===== src/rtl/link_speed_pkg.sv =====
// link_speed_pkg: shared speed encoding and default constants for the
// link-speed detector / GMII TX clock-enable generator.
package link_speed_pkg;

   typedef enum logic [1:0] {
      SPD_10M  = 2'b00,
      SPD_100M = 2'b01,
      SPD_1G   = 2'b10
   } speed_e;

   localparam int unsigned DEF_WINDOW_W = 10;
   localparam int unsigned DEF_CNT_W    = 8;
   localparam int unsigned DEF_THR_1G   = 64;
   localparam int unsigned DEF_THR_100M = 6;
   localparam int unsigned DEF_HYST     = 2;
   localparam int unsigned DEF_DIV_100M = 5;
   localparam int unsigned DEF_DIV_10M  = 50;

   // Map an edges-per-window count onto a speed class.
   function automatic speed_e classify_speed(input int unsigned cnt,
                                             input int unsigned thr_1g,
                                             input int unsigned thr_100m);
      if (cnt >= thr_1g)
         return SPD_1G;
      else if (cnt >= thr_100m)
         return SPD_100M;
      return SPD_10M;
   endfunction

   // Forced speed code: the unused code 11 is treated as 1000M.
   function automatic speed_e force_map(input logic [1:0] code);
      return (code == 2'b11) ? SPD_1G : speed_e'(code);
   endfunction

endpackage


===== src/rtl/link_speed_clken_meter.sv =====
// rxc_edge_meter: synchronises the RX-domain toggle, detects both edge
// polarities and counts them (saturating) over a free-running window.
// At the window's terminal count the total is latched and o_win_done
// pulses alongside the new latched value.
module rxc_edge_meter
   import link_speed_pkg::*;
#(
   parameter int unsigned WINDOW_W = DEF_WINDOW_W,
   parameter int unsigned CNT_W    = DEF_CNT_W
) (
   input  logic             i_clk,
   input  logic             i_rst_n,
   input  logic             i_rxc_tgl,
   output logic [CNT_W-1:0] o_edge_cnt,
   output logic             o_win_done
);

   logic                r_sync1;
   logic                r_sync2;
   logic                r_dly;
   logic [WINDOW_W-1:0] r_win_cnt;
   logic [CNT_W-1:0]    r_cnt;
   logic [CNT_W-1:0]    r_latch;
   logic                r_done;

   logic w_edge;
   logic w_tc;
   logic w_sat;

   assign w_edge = r_sync2 ^ r_dly;
   assign w_tc   = &r_win_cnt;
   assign w_sat  = &r_cnt;

   // Two-flop synchroniser followed by the edge-detect delay stage.
   // NOTE: non-blocking (<=) makes each flop take its neighbour's pre-edge
   // value; blocking here would collapse the chain into a single stage.
   always_ff @(posedge i_clk) begin
      if (!i_rst_n) begin
         r_sync1 <= 1'b0;
         r_sync2 <= 1'b0;
         r_dly   <= 1'b0;
      end else begin
         r_sync1 <= i_rxc_tgl;
         r_sync2 <= r_sync1;
         r_dly   <= r_sync2;
      end
   end

   // Free-running measurement window counter, wraps at all ones.
   always_ff @(posedge i_clk) begin
      if (!i_rst_n)
         r_win_cnt <= '0;
      else
         r_win_cnt <= r_win_cnt + 1'b1;
   end

   // Saturating edge counter; an edge on the terminal cycle opens the next window.
   always_ff @(posedge i_clk) begin
      if (!i_rst_n) begin
         r_cnt   <= '0;
         r_latch <= '0;
         r_done  <= 1'b0;
      end else begin
         r_done <= w_tc;
         if (w_tc) begin
            r_latch <= r_cnt;
            r_cnt   <= w_edge ? CNT_W'(1) : '0;
         end else if (w_edge && !w_sat) begin
            r_cnt <= r_cnt + 1'b1;
         end
      end
   end

   assign o_edge_cnt = r_latch;
   assign o_win_done = r_done;

endmodule


===== src/rtl/link_speed_clken.sv =====
// link_speed_clken: classifies the PHY RX clock rate as 10M/100M/1000M with
// hysteresis and generates the GMII mode flag and TX clock-enable pattern.
// Optional feature macro: LINK_SPEED_FORCE_EN adds FORCE_IN / FORCE_SPEED_IN
// to override the detected speed (measurement keeps running).
module link_speed_clken
   import link_speed_pkg::*;
#(
   parameter int unsigned WINDOW_W = DEF_WINDOW_W,
   parameter int unsigned CNT_W    = DEF_CNT_W,
   parameter int unsigned THR_1G   = DEF_THR_1G,
   parameter int unsigned THR_100M = DEF_THR_100M,
   parameter int unsigned HYST     = DEF_HYST,
   parameter int unsigned DIV_100M = DEF_DIV_100M,
   parameter int unsigned DIV_10M  = DEF_DIV_10M
) (
   input  logic             CLK,
   input  logic             SYS_RSTn,
   input  logic             RXC_TGL_IN,
`ifdef LINK_SPEED_FORCE_EN
   input  logic             FORCE_IN,
   input  logic [1:0]       FORCE_SPEED_IN,
`endif
   output logic [1:0]       SPEED_OUT,
   output logic             GMII_1000M_OUT,
   output logic             CLK_EN_OUT,
   output logic             SPEED_CHG_OUT,
   output logic             NO_CLK_OUT,
   output logic [CNT_W-1:0] EDGE_CNT_OUT
);

   localparam int unsigned DIV_MAX = (DIV_10M > DIV_100M) ? DIV_10M : DIV_100M;
   localparam int unsigned DIV_W   = (DIV_MAX > 1) ? $clog2(DIV_MAX) : 1;

   logic [CNT_W-1:0] w_latched;
   logic             w_win_done;

   speed_e           r_cand;
   speed_e           r_prev_cand;
   speed_e           r_speed;
   logic             r_cand_vld;
   logic             r_no_clk;
   logic             r_gmii;
   logic             r_chg;
   logic [3:0]       r_match;
   logic             r_clk_en;
   logic [DIV_W-1:0] r_div;

   speed_e           w_spd_nxt;
   logic [3:0]       w_match_nxt;
   logic [DIV_W-1:0] w_div_cur;
   logic [DIV_W-1:0] w_div_lim;

   rxc_edge_meter #(
      .WINDOW_W (WINDOW_W),
      .CNT_W    (CNT_W)
   ) u_meter (
      .i_clk      (CLK),
      .i_rst_n    (SYS_RSTn),
      .i_rxc_tgl  (RXC_TGL_IN),
      .o_edge_cnt (w_latched),
      .o_win_done (w_win_done)
   );

   // Register the window's speed class and the zero-edge flag.
   always_ff @(posedge CLK) begin
      if (!SYS_RSTn) begin
         r_cand     <= SPD_10M;
         r_cand_vld <= 1'b0;
         r_no_clk   <= 1'b1;
      end else begin
         r_cand_vld <= w_win_done;
         if (w_win_done) begin
            r_cand   <= classify_speed(32'(w_latched), THR_1G, THR_100M);
            r_no_clk <= (w_latched == '0);
         end
      end
   end

   // Hysteresis: a new speed needs HYST consecutive identical candidates.
   // NOTE: every output gets its default first, so no path can leave one
   // unassigned and infer a latch.
   always_comb begin
      w_spd_nxt   = r_speed;
      w_match_nxt = r_match;
`ifdef LINK_SPEED_FORCE_EN
      if (FORCE_IN) begin
         w_match_nxt = '0;
         w_spd_nxt   = force_map(FORCE_SPEED_IN);
      end else
`endif
      if (r_cand_vld) begin
         if (r_no_clk || (r_cand == r_speed))
            w_match_nxt = '0;
         else if (r_cand == r_prev_cand)
            w_match_nxt = r_match + 4'd1;
         else
            w_match_nxt = 4'd1;
         if (w_match_nxt == 4'(HYST)) begin
            w_spd_nxt   = r_cand;
            w_match_nxt = '0;
         end
      end
   end

   // Speed state, GMII flag and change pulse all update in the same cycle.
   always_ff @(posedge CLK) begin
      if (!SYS_RSTn) begin
         r_speed     <= SPD_10M;
         r_prev_cand <= SPD_10M;
         r_gmii      <= 1'b0;
         r_chg       <= 1'b0;
         r_match     <= '0;
      end else begin
         r_speed <= w_spd_nxt;
         r_gmii  <= (w_spd_nxt == SPD_1G);
         r_chg   <= (w_spd_nxt != r_speed);
         r_match <= w_match_nxt;
         if (r_cand_vld && !r_no_clk)
            r_prev_cand <= r_cand;
      end
   end

   // A speed change restarts the divider so the new period begins at once.
   always_comb begin
      w_div_cur = r_chg ? '0 : r_div;
      w_div_lim = (r_speed == SPD_100M) ? DIV_W'(DIV_100M - 1) : DIV_W'(DIV_10M - 1);
   end

   // TX clock-enable: every cycle at 1000M, one cycle per divide period otherwise.
   always_ff @(posedge CLK) begin
      if (!SYS_RSTn) begin
         r_div    <= '0;
         r_clk_en <= 1'b0;
      end else if (r_speed == SPD_1G) begin
         r_div    <= '0;
         r_clk_en <= 1'b1;
      end else begin
         r_clk_en <= (w_div_cur == '0);
         r_div    <= (w_div_cur >= w_div_lim) ? '0 : w_div_cur + 1'b1;
      end
   end

   assign SPEED_OUT      = r_speed;
   assign GMII_1000M_OUT = r_gmii;
   assign CLK_EN_OUT     = r_clk_en;
   assign SPEED_CHG_OUT  = r_chg;
   assign NO_CLK_OUT     = r_no_clk;
   assign EDGE_CNT_OUT   = w_latched;

endmodule

===== config.mk =====
export PLATFORM = sky130hd
export DESIGN_NAME = link_speed_clken
export DESIGN_NICKNAME = d
export VERILOG_FILES = /design/src/rtl/link_speed_pkg.sv /design/src/rtl/link_speed_clken_meter.sv /design/src/rtl/link_speed_clken.sv
export SDC_FILE = /design/constraint.sdc
export NUM_CORES = 1
export LEC_CHECK = 0
export BUFFER_PORTS_ARGS = -buffer_cell sky130_fd_sc_hd__buf_2
export CORE_MARGIN = 2
export CORE_UTILIZATION = 46
export CTS_CLUSTER_DIAMETER = 200
export DETAILED_ROUTE_END_ITERATION = 10
export PLACE_DENSITY = 0.71
export SYNTH_ARGS = -nofsm -noshare
export SYNTH_HDL_FRONTEND = slang
export SYNTH_SLANG_ARGS = --single-unit
export TNS_END_PERCENT = 5

===== constraint.sdc =====
create_clock -name CLK -period 1.5 [get_ports CLK]
set_clock_uncertainty 0.2 [all_clocks]
set_input_delay 0.3 -clock CLK [delete_from_list [all_inputs] [get_ports CLK]]
set_output_delay 0.3 -clock CLK [all_outputs]
set_load 0.01 [all_outputs]

Word level (Yosys, flattened, before mapping)
Cells that the tools add are included.
{"block": "classes", "n_eq_ne": 7, "n_lt_le_gt_ge": 3, "muxes": 19, "addsub": 4, "reduce_logical": 11, "bitwise_logic": 2}
{"op": "2-to-1 mux 4 bit", "n": 4}
{"op": "2-to-1 mux 8 bit", "n": 2}
{"op": "2-to-1 mux 6 bit", "n": 2}
{"op": "adder 10 x 1 -> 10 bit, second input constant", "n": 1}
{"op": "2-to-1 mux 2 bit", "n": 5}
{"op": "AND reduction 10 bit", "n": 1}
{"op": "adder 8 x 1 -> 8 bit, second input constant", "n": 1}
{"op": ">= comparator 8 x 3 -> 1 bit, second input constant", "n": 1}
{"op": ">= comparator 8 x 7 -> 1 bit, second input constant", "n": 1}
{"op": "logical NOT 8 bit", "n": 1}
{"op": "AND reduction 8 bit", "n": 1}
{"op": "adder 6 x 1 -> 6 bit, second input constant", "n": 1}
{"op": ">= comparator 6 bit", "n": 1}
{"op": "logical NOT 6 bit", "n": 1}
{"op": "2-to-1 mux 1 bit", "n": 6}
{"op": "adder 4 x 1 -> 4 bit, second input constant", "n": 1}
{"op": "== test 2 bit", "n": 2}
{"op": "== test 2 bit, second input constant", "n": 2}
{"op": "== test 4 x 2 -> 1 bit, second input constant", "n": 1}
{"op": "OR reduction 3 bit", "n": 1}
{"op": "== test 2 x 1 -> 1 bit, second input constant", "n": 1}
{"op": "logical AND 1 bit", "n": 2}
{"op": "logical NOT 1 bit", "n": 2}
{"op": "inequality test 2 bit", "n": 1}
{"op": "4 further kinds", "n": 4}
{"block": "word_totals", "output_inout_bits": 14, "elab_cells": 63, "register_bits": 51}

Longest topological paths before layout
{"block": "depth", "ltp_word": 8, "mapped_depth": 6, "depth_no_buf": 6}

Modules after synthesis
From an unflattened synthesis, not the netlist that was laid out.
{"block": "unflattened", "cells_unflattened": 248, "area_unflattened_um2": 2333.5}
{"mod": "rxc_edge_meter", "seq_area_each_um2": 600.6, "n_inst": 1, "cells_per_inst": 122, "area_per_inst_um2": 1178.6}
{"mod": "link_speed_clken", "seq_area_each_um2": 420.4, "n_inst": 1, "cells_per_inst": 126, "area_per_inst_um2": 1154.9}

Worst setup path after synthesis
No wires, ideal clock.
{"block": "synth_path", "path_kind": "register to register", "start": "reg r_chg, in the netlist SPEED_CHG_OUT", "end": "reg r_div[3]", "setup_ps": 92, "path_buffers": 0, "arrival_time_ps": 1474, "setup_slack_ps": -266, "stages_incl_launch_ff": 7, "required_time_ps": 1208, "path_cell_list": "dfxtp_1 -> nand2b_1 -> ha_1 -> nand2b_1 -> o21ai_1 -> a21oi_1 -> nor4_1"}
{"block": "synth_via", "elab_chain_cells": 3}
{"item": "start, declared", "line": "link_speed_clken.sv:43", "text": "logic r_chg;"}
{"item": "start signal, assigned", "line": "link_speed_clken.sv:116", "text": "r_chg <= (w_spd_nxt != r_speed);"}
{"item": "2-to-1 mux 6 bit *", "line": "link_speed_clken.sv:125", "text": "w_div_cur = r_chg ? '0 : r_div;"}
{"item": ">= comparator 6 bit", "line": "link_speed_clken.sv:139", "text": "r_div <= (w_div_cur >= w_div_lim) ? '0 : w_div_cur + 1'b1;"}
{"item": "OR reduction 3 bit (no line)"}
{"item": "end signal, assigned", "line": "link_speed_clken.sv:139"}
{"item": "end, declared", "line": "link_speed_clken.sv:46", "text": "logic [DIV_W-1:0] r_div;"}
Every way passes the cells marked *; elsewhere a longest branch is shown, timed or not.
A chain may end at the register's enable or synchronous reset.

Worst setup path in the final report
{"block": "layout_path", "start": "reg r_speed[0], in the netlist SPEED_OUT[0]", "end": "reg r_match[2]"}
{"block": "layout_via", "elab_chain_cells": 6}
{"item": "start, declared", "line": "link_speed_clken.sv:39", "text": "speed_e r_speed;"}
{"item": "start signal, assigned", "line": "link_speed_clken.sv:114", "text": "r_speed <= w_spd_nxt;"}
{"item": "== test 2 bit *", "line": "link_speed_clken.sv:92", "text": "if (r_no_clk || (r_cand == r_speed))"}
{"item": "logical OR 1 bit *", "line": "link_speed_clken.sv:92"}
{"item": "2-to-1 mux 4 bit *", "line": "link_speed_clken.sv:92"}
{"item": "2-to-1 mux 4 bit *", "line": "link_speed_clken.sv:91", "text": "if (r_cand_vld) begin"}
{"item": "== test 4 x 2 -> 1 bit", "line": "link_speed_clken.sv:98", "text": "if (w_match_nxt == 4'(HYST)) begin"}
{"item": "2-to-1 mux 4 bit *", "line": "link_speed_clken.sv:98"}
{"item": "end signal, assigned", "line": "link_speed_clken.sv:117", "text": "r_match <= w_match_nxt;"}
{"item": "end, declared", "line": "link_speed_clken.sv:44", "text": "logic [3:0] r_match;"}
Every way passes the cells marked *; elsewhere a longest branch is shown, timed or not. The select of a mux whose other input is x is not followed.

==> out/metrics.yaml <==
status: "finished, violations left"
violations: "setup timing"
synth_top_cell_area_share_pct: 43.1
route.detailed.drc: 0
path_cells: "xnor2_2, a2111o_1, buf_6, nor3b_2, o31a_1"
netlist_area_sq_um: 2370
grt_first_pass_wirelength_um: 8650
post-route-period-util_pct: 117
core_sq_um: 5040
cp-end-kind: "register"
setup_viol: 25
p_leak_uw: 0.00134
num-nets-final: 338
synth_cell_types: 46
rows: 26
ys_top_cells_by_count: "dfxtp_1, nor2b_1, nand2_1"
min_path_type: "input port to register"
syn_area_per_cell_sq_um: 9.52
antenna_found_initial: 0
routed_via_density: 5.11
drtIter0Drc: 45
async_reset_ff_share_pct: 0
maxCapViolCount: 0
final_hold_viol_count: 0
critPathRequiredTime_ps: 1550
hpwl_um: 3600
synth_cells: 249
drive_above_1_share_pct: 41.0
p_sw_uw: 530
cts_tree: "yes"
worstSkewPairLatency_ps: 300
synth_area_leaders: "dfxtp_1, mux2i_1, nor2b_1, ha_1, xor2_1"
p_seq_share_pct: 59.6
combinationalPowerShare_pct: 8.0
area_delta_synth_final_pct: 40.0
synth-edff-count: 0
grt_overflow: 0
yosysMostFrequentCell: "dfxtp_1"
vias: 2027
h-tree-depth: 2
ys.flop_type: "dfxtp_1"
die_h_um: 75.8
crit_arrival_ps: 1810
worst-setup-path-type: "register to register"
grt_max_degree: 17
switching_share_pct: 22.8
ys_ff_latch: 51
clk_pin_slew_ps: 90
wl_per_cell_um: 13.0
max_stage_delay_ps: 510
critPathMaxFanout: 4
worst_slew_margin_rel_pct: 71.0
dieArea_sq_um: 5740
fin_crit_ps: 1760
track_usage_pct: 19.7
max_freq_mhz: 568
wl_um: 5170
fin_area_sq_um: 3320
crit_family: "compound AO/OA/AOI/OAI gates"
tightest_slew_ps: 434
antenna-diode-count: 0
rsz0062_at_grt: "yes"
internal_power_uw: 1800
initial_core_util_pct: 47.0
synth_fp_nets: 261
cts-root-buf: "clkbuf_8"
clock_sinks: 51
power.density_nw_per_um2: 702
fin_ws_ps: -260
ant_nets: 0
gp_congestion: 0.821
num_io_pins: 17
fp.dieW_um: 75.8
grt_pass1_vias: 2024
ir_worst_vdd_v: 0.000516
startpoint_type: "register"
worst-path-buf-inv: 1
cp_slowest_cell: "a2111o_1"
synth-seq-area-share_pct: 43.1
dpl_cell_area_sq_um: 2910
report.final.slew_viol_count: 0
clockBufferDepth: 2
cts_made_buffers: 5
yosysTopAreaCell: "dfxtp_1"
clkPwrFrac_pct: 32.4
finalPower_uw: 2330
dr.pass1.iters: 4
n_fill_cell: 399
portBuffers: 16
yosysWarnings: 0
[timing repair]
action / CTS / global route
endpoints found under the setup margin: 31 / 36
gates resized for setup: 42 / 17
hold buffers: 1 / 0
buffers inserted: 6 / 1
hold endpoints to repair: 1 / 0
gates cloned: 0 / 0
pin swaps: 14 / 10
[kinds of logic (layout without fill, tap and decap cells)]
| group | count (synthesis) | count (layout) | synth area share [%] |
|---|---|---|---|
| AOI/OAI and AO/OA | 33 | 33 | 9.87 |
| xor gates and xnor gates | 16 | 16 | 5.91 |
| adders and majority gates | 9 | 9 | 4.75 |
| buffers and inverters | 11 | 89 | 1.95 |
| DFF | 51 | 51 | 43.1 |
| muxes | 15 | 15 | 6.34 |
| and+or+nand+nor | 114 | 114 | 28.1 |
[cell type report]
class | count | area (sq um) | area share (%)
sequential | 51 | 1040 | 31.4
multi-input combinational | 187 | 1530 | 46.2
clock buffer | 7 | 76.3 | 2.30
timing repair buffer | 76 | 554 | 16.7
tap | 70 | 87.6 | 2.64
clock inverter | 1 | 5.00 | 0.151
inverter | 5 | 18.8 | 0.566
[layout by cell type (no fill, tap or decap), types with 3 or more instances in the layout]
cell / n
or3_1: 4
xnor2_1: 5
dfxtp_4: 3
clkbuf_8: 5
buf_4: 55
dfxtp_1: 39
o21ai_2: 3
nand2b_4: 5
nor3_1: 4
nand3_1: 12
a21oi_1: 4
dfxtp_2: 9
xor2_1: 9
and2_1: 12
nor3_4: 3
inv_1: 4
buf_6: 5
ha_4: 3
a21boi_1: 3
mux2i_1: 14
nor2b_1: 17
nor2_1: 5
buf_2: 15
nor3_2: 5
a21boi_0: 3
nand2_1: 17
ha_1: 4
o21ai_0: 5
nand2b_1: 4
[worst register-to-register path, stage by stage, from the launching register on]
cell,delay [ps]
dfxtp_4,380
xnor2_2,150
a2111o_1,510
buf_6,160
nor3b_2,150
o31a_1,160
[power by group through the flow]
stage	Sequential [uW]	Clock, uW	Combinational [uW]
after floorplan	1420	0	74.1
after global placement	1420	0	146
after detailed placement	1420	0	150
after CTS	1390	791	174
after global routing	1390	846	204
final	1390	756	186
[per-layer routing]
metal | vias up | track usage, % | part of all wire, %
li1 | 1034 | - | -
met1 | 962 | 22.7 | 45
met2 | 23 | 35.0 | 50
met3 | 8 | 4.89 | 2.8
met4 | 0 | 7.41 | 1.6
met5 | - | 0 | 0
[final timing paths]
kind / startpoint / to / slack [ps] / depth (start not counted)
setup / recovery: SPEED_OUT[0]$_SDFF_PN0_ / r_match[2]$_SDFFE_PN0P_ / -260 / 5
hold reg to reg: u_meter.r_sync1$_SDFF_PN0_ / u_meter.r_sync2$_SDFF_PN0_ / 240 / 1
hold / removal: SYS_RSTn / SPEED_CHG_OUT$_SDFF_PN0_ / 150 / 3
setup reg to reg: SPEED_OUT[0]$_SDFF_PN0_ / r_match[2]$_SDFFE_PN0P_ / -260 / 5
[metrics by stage]
step	hold slack [ps]	instances	setup TNS (ps)	worst slack [ps]	util (%)
global route	171	397	-6280	-327	65.8
detailed placement	227	381	-5210	-366	57.8
CTS	136	396	-3590	-268	64.1
floorplan	212	249	-3580	-208	-
finish	155	397	-3910	-260	65.8
global placement	219	381	-4250	-254	57.8
[flip-flops by register name, indices dropped and copies added, names as in the netlist, 2 cells and up]
| signal | flops |
|---|---|
| r_match | 4 |
| u_meter.o_edge_cnt | 8 |
| r_prev_cand | 2 |
| u_meter.r_cnt | 8 |
| r_cand | 2 |
| SPEED_OUT | 2 |
| r_div | 6 |
| u_meter.r_win_cnt | 10 |
Note: power is estimated with default switching activity, not from simulation.
